[src/rtl/pu_tag_lookup_engine.sv]
// Tag lookup requester: reads a bucket from each hash table, compares both against the key,
// fetches the value entry on a hit and returns the result over a valid/ready response.
module pu_tag_lookup_engine #(
   parameter int unsigned DEPTH_NBITS       = 10,
   parameter int unsigned KEY_NBITS         = 32,
   parameter int unsigned VALUE_DEPTH_NBITS = 10,
   parameter int unsigned VALUE_NBITS       = 64,
   parameter int unsigned BUCKET_NBITS      = 1 + KEY_NBITS + VALUE_DEPTH_NBITS
) (
   input  logic                         clk,
   input  logic                         rst,
   input  logic                         tag_lookup_req,
   input  logic [KEY_NBITS-1:0]         tag_lookup_key,
   output logic                         tag_lookup_req_ready,
   output logic                         tag_hash_table0_rd,
   output logic [DEPTH_NBITS-1:0]       tag_hash_table0_raddr,
   output logic                         tag_hash_table1_rd,
   output logic [DEPTH_NBITS-1:0]       tag_hash_table1_raddr,
   input  logic                         tag_hash_table0_ack,
   input  logic [BUCKET_NBITS-1:0]      tag_hash_table0_rdata,
   input  logic                         tag_hash_table1_ack,
   input  logic [BUCKET_NBITS-1:0]      tag_hash_table1_rdata,
   output logic                         tag_value_rd,
   output logic [VALUE_DEPTH_NBITS-1:0] tag_value_raddr,
   input  logic                         tag_value_ack,
   input  logic [VALUE_NBITS-1:0]       tag_value_rdata,
   output logic                         tag_lookup_rsp_valid,
   input  logic                         tag_lookup_rsp_ready,
   output logic                         tag_lookup_rsp_hit,
   output logic                         tag_lookup_rsp_table,
   output logic [VALUE_DEPTH_NBITS-1:0] tag_lookup_rsp_vidx,
   output logic [VALUE_NBITS-1:0]       tag_lookup_rsp_value
);

   typedef enum logic [2:0] {
      S_IDLE, S_HRD, S_HWAIT, S_CMP, S_VRD, S_VWAIT, S_RSP
   } state_t;

   state_t                         state_q;
   logic [KEY_NBITS-1:0]           key_q;
   logic [BUCKET_NBITS-1:0]        bkt0_q, bkt1_q;
   logic                           seen0_q, seen1_q;
   logic                           win_tbl_q;
   logic                           req_ready_q;
   logic                           rd0_q, rd1_q, vrd_q;
   logic [DEPTH_NBITS-1:0]         raddr0_q, raddr1_q;
   logic [VALUE_DEPTH_NBITS-1:0]   vraddr_q;
   logic                           rsp_valid_q, rsp_hit_q, rsp_table_q;
   logic [VALUE_DEPTH_NBITS-1:0]   rsp_vidx_q;
   logic [VALUE_NBITS-1:0]         rsp_value_q;

   // Hashes taken from the key on the accept edge, i.e. the value being latched.
   logic [DEPTH_NBITS-1:0] h0_c, h1_c;
   assign h0_c = tag_lookup_key[DEPTH_NBITS-1:0];
   assign h1_c = tag_lookup_key[2*DEPTH_NBITS-1:DEPTH_NBITS]
               ^ tag_lookup_key[KEY_NBITS-1:KEY_NBITS-DEPTH_NBITS];

   logic hit0_c, hit1_c, seen0_c, seen1_c;
   assign hit0_c  = bkt0_q[BUCKET_NBITS-1] &&
                    (bkt0_q[BUCKET_NBITS-2:VALUE_DEPTH_NBITS] == key_q);
   assign hit1_c  = bkt1_q[BUCKET_NBITS-1] &&
                    (bkt1_q[BUCKET_NBITS-2:VALUE_DEPTH_NBITS] == key_q);
   assign seen0_c = seen0_q | tag_hash_table0_ack;
   assign seen1_c = seen1_q | tag_hash_table1_ack;

   always_ff @(posedge clk or posedge rst) begin
      if (rst) begin
         state_q     <= S_IDLE;
         key_q       <= '0;
         bkt0_q      <= '0;
         bkt1_q      <= '0;
         seen0_q     <= 1'b0;
         seen1_q     <= 1'b0;
         win_tbl_q   <= 1'b0;
         req_ready_q <= 1'b1;
         rd0_q       <= 1'b0;
         rd1_q       <= 1'b0;
         vrd_q       <= 1'b0;
         raddr0_q    <= '0;
         raddr1_q    <= '0;
         vraddr_q    <= '0;
         rsp_valid_q <= 1'b0;
         rsp_hit_q   <= 1'b0;
         rsp_table_q <= 1'b0;
         rsp_vidx_q  <= '0;
         rsp_value_q <= '0;
      end else begin
         case (state_q)
            S_IDLE: begin
               if (tag_lookup_req) begin
                  key_q       <= tag_lookup_key;
                  seen0_q     <= 1'b0;
                  seen1_q     <= 1'b0;
                  rd0_q       <= 1'b1;
                  rd1_q       <= 1'b1;
                  raddr0_q    <= h0_c;
                  raddr1_q    <= h1_c;
                  req_ready_q <= 1'b0;
                  state_q     <= S_HRD;
               end
            end
            S_HRD: begin
               rd0_q   <= 1'b0;
               rd1_q   <= 1'b0;
               state_q <= S_HWAIT;
            end
            S_HWAIT: begin
               if (tag_hash_table0_ack && !seen0_q) bkt0_q <= tag_hash_table0_rdata;
               if (tag_hash_table1_ack && !seen1_q) bkt1_q <= tag_hash_table1_rdata;
               seen0_q <= seen0_c;
               seen1_q <= seen1_c;
               if (seen0_c && seen1_c) state_q <= S_CMP;
            end
            S_CMP: begin
               // Table 0 takes priority when both buckets match.
               if (hit0_c || hit1_c) begin
                  win_tbl_q <= !hit0_c;
                  vraddr_q  <= hit0_c ? bkt0_q[VALUE_DEPTH_NBITS-1:0]
                                      : bkt1_q[VALUE_DEPTH_NBITS-1:0];
                  vrd_q     <= 1'b1;
                  state_q   <= S_VRD;
               end else begin
                  rsp_valid_q <= 1'b1;
                  rsp_hit_q   <= 1'b0;
                  rsp_table_q <= 1'b0;
                  rsp_vidx_q  <= '0;
                  rsp_value_q <= '0;
                  state_q     <= S_RSP;
               end
            end
            S_VRD: begin
               vrd_q   <= 1'b0;
               state_q <= S_VWAIT;
            end
            S_VWAIT: begin
               if (tag_value_ack) begin
                  rsp_valid_q <= 1'b1;
                  rsp_hit_q   <= 1'b1;
                  rsp_table_q <= win_tbl_q;
                  rsp_vidx_q  <= vraddr_q;
                  rsp_value_q <= tag_value_rdata;
                  state_q     <= S_RSP;
               end
            end
            S_RSP: begin
               if (tag_lookup_rsp_ready) begin
                  rsp_valid_q <= 1'b0;
                  req_ready_q <= 1'b1;
                  state_q     <= S_IDLE;
               end
            end
            default: state_q <= S_IDLE;
         endcase
      end
   end

   assign tag_lookup_req_ready  = req_ready_q;
   assign tag_hash_table0_rd    = rd0_q;
   assign tag_hash_table0_raddr = raddr0_q;
   assign tag_hash_table1_rd    = rd1_q;
   assign tag_hash_table1_raddr = raddr1_q;
   assign tag_value_rd          = vrd_q;
   assign tag_value_raddr       = vraddr_q;
   assign tag_lookup_rsp_valid  = rsp_valid_q;
   assign tag_lookup_rsp_hit    = rsp_hit_q;
   assign tag_lookup_rsp_table  = rsp_table_q;
   assign tag_lookup_rsp_vidx   = rsp_vidx_q;
   assign tag_lookup_rsp_value  = rsp_value_q;

endmodule

[config.mk]
export PLATFORM = sky130hd
export DESIGN_NAME = pu_tag_lookup_engine
export DESIGN_NICKNAME = d
export VERILOG_FILES = /design/src/rtl/pu_tag_lookup_engine.sv
export SDC_FILE = /design/constraint.sdc
export NUM_CORES = 1
export LEC_CHECK = 0
export CAP_MARGIN = 40
export CORE_MARGIN = 8
export CORE_UTILIZATION = 45
export DETAILED_ROUTE_END_ITERATION = 8
export PLACE_DENSITY = 0.75
export SLEW_MARGIN = 20
export SYNTH_ARGS = -nofsm -noshare
export SYNTH_HDL_FRONTEND = slang
export SYNTH_SLANG_ARGS = --single-unit
[constraint.sdc]
create_clock -name clk -period 10.7 [get_ports clk]
set_input_delay 1.605 -clock clk [delete_from_list [all_inputs] [get_ports clk]]
set_output_delay 1.605 -clock clk [all_outputs]
set_load 0.1 [all_outputs]
==> run metrics, run 1 <==
crit path kind flip-flop to flip-flop; met2 WL 17.17 mm; logic gate share of total power 0.581; worst path cell trace xnor2_1 -> nand4_1 -> or4_4 -> nor4_4 -> or3_2 -> buf_4 -> a22o_1; Worst Path Required 11,120 ps; clk_lat worst skew 510 ps; layout cells sized above 1 0.2629; CTS clk-pin slew, worst paths 60 ps; Post-DRT Antenna Nets 0; Synth cell types 36; switching pwr 2.575 mW; outcome finished clean; Worst Path Arrival 3990 ps; peak fanout along the critical path 77; post-synth design cell area 0.009264 mm^2; RSZ-0062 raised after global routing false; core area 0.02023 mm^2; min Tclk post-route 3568 ps; critical path capture point type flip-flop; Worst path slowest cell nor4_4; gr usage total 0.2576; routed length on met3 2.368 mm; Leakage 6.698 nW; most frequent cells in the layout 299 x clkdlybuf4s50_1, 223 x dfrtp_1, 117 x mux2_2, 76 x a22o_1, 68 x buf_8; Sink Count 224; Rel. slew slack 0.4250; worst setup margin 7132 ps; FMAX 280.3 MHz; total wire length 33.32 mm; Sequential Power Share 0.275; largest net degree at the start of global routing 87; Worst-Margin Slew 856.1 ps; Via density 5.405; commonest non-fill, non-tap cell in the layout clkdlybuf4s50_1; worst hold path class flip-flop to flip-flop; DR iter-0 viols 527; Post-synth EDFFs 0; Post-CTS Resized 0; num rows 52; first-pass GRT wire length 51.05 mm; max-cap viol count 0; post-synthesis sequential area ratio 0.6052; Clk pwr share 0.145; FILL cells 1,142; final setup fails 0; CP max stage delay 800 ps; Vert. Die Dim 159.5 um; die width 159.5 um; CTS Hold Buffers Added 0; cts bufs inserted 24; top_reg_cell synth dfrtp_1; PortBufs 299; syn_area_per_cell 13.81 um^2; die area 0.02543 mm^2; Synthesis Warnings 0; Mapped Nets 860; Overflow after GRT 0; Max VDD drop 0.2024 mV; 1st-pass router iterations 5; Final Hold Viols 0; Final Max Slew Viols 0; Vias 7,351; antenna violations before repair 6; Post-Route Setup TNS 0 ps; initial core utilization 0.4578; dpl cells 1,310; cell-internal power 3.108 mW; part of the cycle the worst path needs 0.3334; Yosys reg bits 224; DRC violations left 0; io pins 300; final non-filler cell total 1,360; DP HPWL 24.53 mm; WL/cell 24.50 um; top layer used by detailed routing met5; number of global-route vias before repair 8,012; Cells after Synth 671; Pwr Density 367.1 mW/mm^2; Max Root-Sink Buffers 3; routability congestion estimate 0.7979; CP Launch Type flip-flop; hold slack 492.8 ps; # nets final 1,255; M1 wire length 13.04 mm; async set or reset register ratio after synthesis 1.000; Worst Skew 21.37 ps; root buffer cell clkbuf_16; switching share of power 0.4531; dpl ws 6955 ps; setup bufs post-CTS 0; P&R area growth vs syn 67.13%; H-Tree Depth 1; CTS tree yes
==> final timing paths <==
kind,start,to,slack (ps),depth (start not counted)
max in group asynchronous,rst,tag_lookup_rsp_value[15],8090,4
setup / recovery,key_q[20],tag_lookup_rsp_value[45],7130,7
setup reg to reg,key_q[20],tag_lookup_rsp_value[45],7130,7
min in group asynchronous,rst,tag_lookup_rsp_value[41],1520,2
hold / removal,tag_lookup_rsp_valid,tag_lookup_rsp_valid,490,2
hold reg to reg,tag_lookup_rsp_valid,tag_lookup_rsp_valid,490,2
==> power groups by stage <==
stage | sequential (mW) | combinational [mW] | clock, mW
2_1_floorplan | 2.51 | 0.945 | 0
3_3_place_gp | 1.52 | 2.51 | 0
3_5_place_dp | 1.56 | 3.29 | 0
4_1_cts | 1.56 | 3.32 | 0.834
5_1_grt | 1.60 | 3.42 | 0.870
6_report | 1.56 | 3.30 | 0.822
==> registers in the layout, indices dropped and copies added (netlist names), 3 cells and up <==
register	count
bkt1_q	43
key_q	32
tag_hash_table1_raddr	10
bkt0_q	43
tag_value_raddr	10
state_q	3
tag_lookup_rsp_vidx	10
tag_lookup_rsp_value	64
==> final cells by class <==
type                            instances  area (um^2)  area share
Antenna cell                            6        15.01   0.0009698
Clock buffer                           39        767.0     0.04954
Clock inverter                          5        38.79    0.002505
Inverter                                6        30.03    0.001940
Multi-Input combinational cell        391         3378      0.2182
Sequential cell                       224         5607      0.3621
Tap cell                              270        337.8     0.02182
Timing Repair Buffer                  419         5309      0.3429
==> metrics by stage <==
stage / area (um^2) / total power [mW] / utilization
2_1_floorplan: 9264 / 3.451 / -
3_3_place_gp: 12390 / 4.038 / 0.6124
3_5_place_dp: 14660 / 4.850 / 0.7246
4_1_cts: 15470 / 5.717 / 0.7644
5_1_grt: 15480 / 5.892 / 0.7650
6_report: 15480 / 5.683 / 0.7652
==> synth_stat cells (3+ instances only) <==
master / n / area (um^2)
a21oi_1: 16 / 80.08
a221o_1: 10 / 100.1
a22o_1: 76 / 665.6
buf_1: 4 / 15.01
buf_2: 8 / 40.04
buf_4: 11 / 82.58
buf_6: 4 / 45.04
clkbuf_1: 23 / 86.33
dfrtp_1: 223 / 5580
inv_1: 6 / 22.52
mux2_2: 117 / 1318
nand2_1: 14 / 52.55
nand3_1: 4 / 20.02
nand4_1: 6 / 37.54
nor2_1: 22 / 82.58
nor2b_1: 3 / 18.77
nor3_1: 4 / 20.02
nor3b_1: 10 / 75.07
nor4_1: 13 / 81.33
o21ai_0: 8 / 40.04
xnor2_1: 29 / 254.0
xor2_1: 42 / 367.9
==> worst max-delay path, delay by kind of cell (launching register included) <==
family	cells	cell delay, ps
and+or+nand+nor	4	1770
buffers and inverters	1	640
AOI/OAI and AO/OA	1	320
xor gates and xnor gates	1	280
DFF	1	440
==> cell families (layout without fill, tap and decap cells) <==
family / after synthesis / count (layout) / synth area share
xor+xnor: 71 / 71 / 0.06713
other cells: 0 / 6 / 0
simple gates: 86 / 86 / 0.05200
flops: 224 / 224 / 0.6052
compound gates: 117 / 117 / 0.1020
buf+inv: 56 / 469 / 0.03147
mux: 117 / 117 / 0.1422
==> routing by layer <==
metal | global-route usage | vias to the layer above
li1 | - | 3208
met1 | 0.3092 | 3704
met2 | 0.4551 | 386
met3 | 0.06050 | 51
met4 | 0.06818 | 2
met5 | 0 | -
Power figures use the tool's default switching activity.
==> run 2: changes to the inputs <==
- clock period: 10.7 -> 3.49 ns (I/O delays scaled with it)
==> run 2 against run 1 <==
Effect of this change: sequential power increased to 3.1 times the previous value; sequential share of layout area about the same; sequential cell count unchanged; fmax increased by 32%; first-iteration DRC count increased by 12%; non-clock buffer count decreased by 1; critical path type unchanged; largest power group unchanged.
==> run metrics, run 2 (same netlist as run 1, synthesis figures left out) <==
Pwr Density 1141 mW/mm^2; Bufs and invs on worst path 1; Worst Path Arrival 3150 ps; switching pwr 8.027 mW; FILL cells 1,132; switching share of power 0.4539; WL/cell 25.64 um; Placed Instance Area 0.01465 mm^2; min Tclk post-route 2705 ps; 1st-pass router iterations 5; clk_lat worst skew 530 ps; die area 0.02543 mm^2; dpl ws 800.7 ps; RSZ-0062 raised after global routing false; worst path cell trace xnor2_1 -> nand4_1 -> or4_1 -> nor4_4 -> or3_2 -> buf_12 -> a22o_1; largest net degree at the start of global routing 147; most frequent cells in the layout 297 x clkdlybuf4s50_1, 223 x dfrtp_1, 117 x mux2_2, 76 x a22o_1, 67 x buf_8; Sequential Power Share 0.271; core area 0.02023 mm^2; Overflow after GRT 0; layout cells sized above 1 0.2643; final setup fails 0; antenna violations before repair 8; critical path capture point type flip-flop; worst hold path class input port to asynchronous set/reset pin; Worst Path Required 3930 ps; Final Max Slew Viols 0; root buffer cell clkbuf_16; Crit path max-delay family simple AND/OR/NAND/NOR gates; setup bufs post-CTS 0; number of flip-flops in the largest register 64; Max Root-Sink Buffers 3; initial core utilization 0.4578; Worst Skew 26.94 ps; Worst-Margin Slew 863.0 ps; Rel. slew slack 0.4247; post-route cell area 0.01549 mm^2; outcome finished clean; max-cap viol count 0; DRC violations left 0; P&R area growth vs syn 67.23%; Worst Setup SP key_q[13]; crit path kind flip-flop to flip-flop; DP HPWL 24.60 mm; DR iter-0 viols 589; Via density 5.508; Final Hold Viols 0; commonest non-fill, non-tap cell in the layout clkdlybuf4s50_1; CP Launch Type flip-flop; Vias 7,464; H-Tree Depth 1; Sink Count 224; Worst path slowest cell or4_1; total wire length 34.75 mm; peak fanout along the critical path 29; routability congestion estimate 0.8642; io pins 300; Post-DRT Antenna Nets 0; FMAX 369.7 MHz; num rows 52; first-pass GRT wire length 52.73 mm; die width 159.5 um; Clk pwr share 0.152; Post-CTS Resized 0; cell-internal power 9.658 mW; CTS clk-pin slew, worst paths 60 ps; # nets final 1,254; CTS Hold Buffers Added 0; final non-filler cell total 1,355; PortBufs 299; Leakage 6.701 nW; CP max stage delay 520 ps; logic gate share of total power 0.578; cts bufs inserted 24; number of global-route vias before repair 8,031; worst setup margin 785.2 ps; gr usage total 0.2685; Vert. Die Dim 159.5 um; Max VDD drop 0.8049 mV; part of the cycle the worst path needs 0.7750; final total power 17.68 mW; Post-Route Setup TNS 0 ps; r2r startpoint key_q[13]; dpl cells 1,309; CTS tree yes
[run 2: through the flow]
step	utilization	hold WS (ps)
floorplan	-	466.6
global placement	0.6171	459.5
detailed placement	0.7240	465.5
CTS	0.7653	329.6
global route	0.7656	354.8
finish	0.7656	326.6
[run 2: power groups by stage]
stage	combinational [mW]	sequential, mW	clock, mW
2_1_floorplan	2.90	7.68	0
3_3_place_gp	7.80	4.68	0
3_5_place_dp	10.2	4.78	0
4_1_cts	10.3	4.78	2.72
5_1_grt	10.6	4.92	2.83
6_report	10.2	4.78	2.69
[run 2: cell type report]
cell class	count	area, um^2	share of cell area
Antenna cell	3	7.507	0.0004846
Sequential cell	224	5607	0.3619
Multi-Input combinational cell	391	3378	0.2181
Tap cell	270	337.8	0.02181
Inverter	6	26.28	0.001696
Clock buffer	33	694.4	0.04482
Clock inverter	10	141.4	0.009126
Timing Repair Buffer	418	5300	0.3421
[run 2: per-layer routing]
| metal | part of all wire | GRT usage |
|---|---|---|
| met5 | 0.0017 | 0 |
| met4 | 0.029 | 0.07419 |
| met3 | 0.079 | 0.07911 |
| met1 | 0.38 | 0.3150 |
| met2 | 0.51 | 0.4694 |
[run 2: worst paths after layout]
| check | end | slack, ps | cells after the start |
|---|---|---|---|
| max | tag_lookup_rsp_value[54] | 790 | 7 |
| min | tag_lookup_rsp_value[43] | 330 | 2 |
| max reg2reg | tag_lookup_rsp_value[54] | 790 | 7 |
| min reg2reg | tag_lookup_rsp_hit | 470 | 1 |
| max in group asynchronous | bkt0_q[9] | 2070 | 3 |
| min in group clk | tag_lookup_rsp_hit | 470 | 1 |
==> run 3: changes to the inputs <==
- clock period: 3.49 -> 2.7 ns (I/O delays scaled with it)
==> run 3 against run 2 <==
Effect of this change: critical path depth increased by 1; combinational power is essentially flat; first-iteration DRC count decreased by 14%; wire length is 21% lower; sequential share of layout area rose by 6.5 points; worst hold slack improved by 100 ps.
==> run metrics, run 3 (same netlist as run 1, synthesis figures left out) <==
first-pass GRT wire length 42.81 mm; largest net degree at the start of global routing 121; Vias 6,508; Placed Instance Area 0.01225 mm^2; post-route cell area 0.01312 mm^2; number of flip-flops in the largest register 64; PortBufs 299; outcome finished clean; flop2flop setup slack 250 ps; Final Hold Viols 0; Worst Skew 11.87 ps; dpl ws 261.8 ps; DR iter-0 viols 504; worst setup margin 252.7 ps; routability congestion estimate 0.8531; crit path kind flip-flop to flip-flop; worst hold path class input port to asynchronous set/reset pin; CTS clk-pin slew, worst paths 60 ps; CP Launch Type flip-flop; FMAX 408.6 MHz; CTS Hold Buffers Added 0; P&R area growth vs syn 41.64%; Post-CTS Resized 0; root buffer cell clkbuf_16; setup bufs post-CTS 0; gr usage total 0.2120; commonest non-fill, non-tap cell in the layout dfrtp_1; RSZ-0062 raised after global routing false; Max VDD drop 1.114 mV; final total power 19.48 mW; Leakage 5.946 nW; DRC violations left 0; Final Max Slew Viols 0; H-Tree Depth 1; max-cap viol count 0; clk_lat worst skew 510 ps; worst r2r path cells 8; number of global-route vias before repair 7,062; layout cells sized above 1 0.2966; min Tclk post-route 2447 ps; cts bufs inserted 25; Sink Count 224; antenna violations before repair 3; final setup fails 0; io pins 300; Pwr Density 1484 mW/mm^2; Rel. slew slack 0.5564; critical path capture point type flip-flop; Via density 5.194; reg2reg end tag_value_raddr[6]; num rows 52; die area 0.02543 mm^2; most frequent cells in the layout 223 x dfrtp_1, 188 x clkdlybuf4s50_1, 120 x buf_4, 117 x mux2_2, 76 x a22o_1; total wire length 27.47 mm; hold slack 427.0 ps; Overflow after GRT 0; 1st-pass router iterations 5; die width 159.5 um; r2r startpoint key_q[20]; part of the cycle the worst path needs 0.9064; initial core utilization 0.4578; Post-DRT Antenna Nets 0; Vert. Die Dim 159.5 um; WL/cell 21.92 um; Worst-Margin Slew 665.3 ps; peak fanout along the critical path 12; Worst Path Arrival 2890 ps; Max Root-Sink Buffers 3; core area 0.02023 mm^2; # nets final 1,151; Worst Path Required 3140 ps; CTS tree yes; DP HPWL 20.66 mm
-- run 3: cell types whose count changed in the layout (fill, tap and decap cells not counted), moves of 2 or more --
cell             change
clkbuf_8             -2
buf_8               -67
clkbuf_1             +3
buf_4              +114
buf_16              -42
clkdlybuf4s50_1    -109
-- run 3: power breakdown --
group | internal, mW | switching [mW] | total, mW
clock network | 2.20 | 1.33 | 3.53
registers | 4.89 | 1.17 | 6.06
logic | 3.03 | 6.85 | 9.89
total | 10.1 | 9.36 | 19.5
-- run 3: critical path, cell delays in order, from the launching register on --
cell     delay, ps
dfrtp_1        420
xnor2_1        210
nand4_1        120
or4_4          580
nor4_4         310
buf_4          240
o31a_1         160
buf_4          170
a221o_1        170
-- run 3: cell type report --
| cell class | instances | area [um^2] |
|---|---|---|
| Fill cell | 1527 | 7113 |
| Timing Repair Buffer | 314 | 2903 |
| Inverter | 6 | 26.28 |
| Antenna cell | 2 | 5.005 |
| Clock buffer | 35 | 703.2 |
| Tap cell | 270 | 337.8 |
| Clock inverter | 11 | 161.4 |
| Sequential cell | 224 | 5607 |
| Multi-Input combinational cell | 391 | 3378 |
-- run 3: how the worst max path moves through the flow --
stage          startpoint                  to  depth (start not counted)
2_1_floorplan         rst           bkt0_q[0]                          1
3_3_place_gp    key_q[20]  tag_value_raddr[2]                          8
3_5_place_dp    key_q[20]  tag_value_raddr[9]                          8
4_1_cts         key_q[20]  tag_value_raddr[6]                          8
5_1_grt         key_q[20]  tag_value_raddr[5]                          8
6_report        key_q[20]  tag_value_raddr[6]                          8
-- run 3: through the flow --
stage | instances | setup TNS (ps) | utilization
finish | 1253 | 0 | 0.6485
global route | 1252 | 0 | 0.6483
CTS | 1251 | 0 | 0.6482
detailed placement | 1205 | 0 | 0.6055
global placement | 1205 | 0 | 0.6055
floorplan | 671 | -140090 | -
-- run 3: per-layer routing --
layer,routed length [um],GRT usage
met1,11230,0.2638
met2,13580,0.3607
met3,2377,0.06541
met4,252,0.03645
met5,25,0
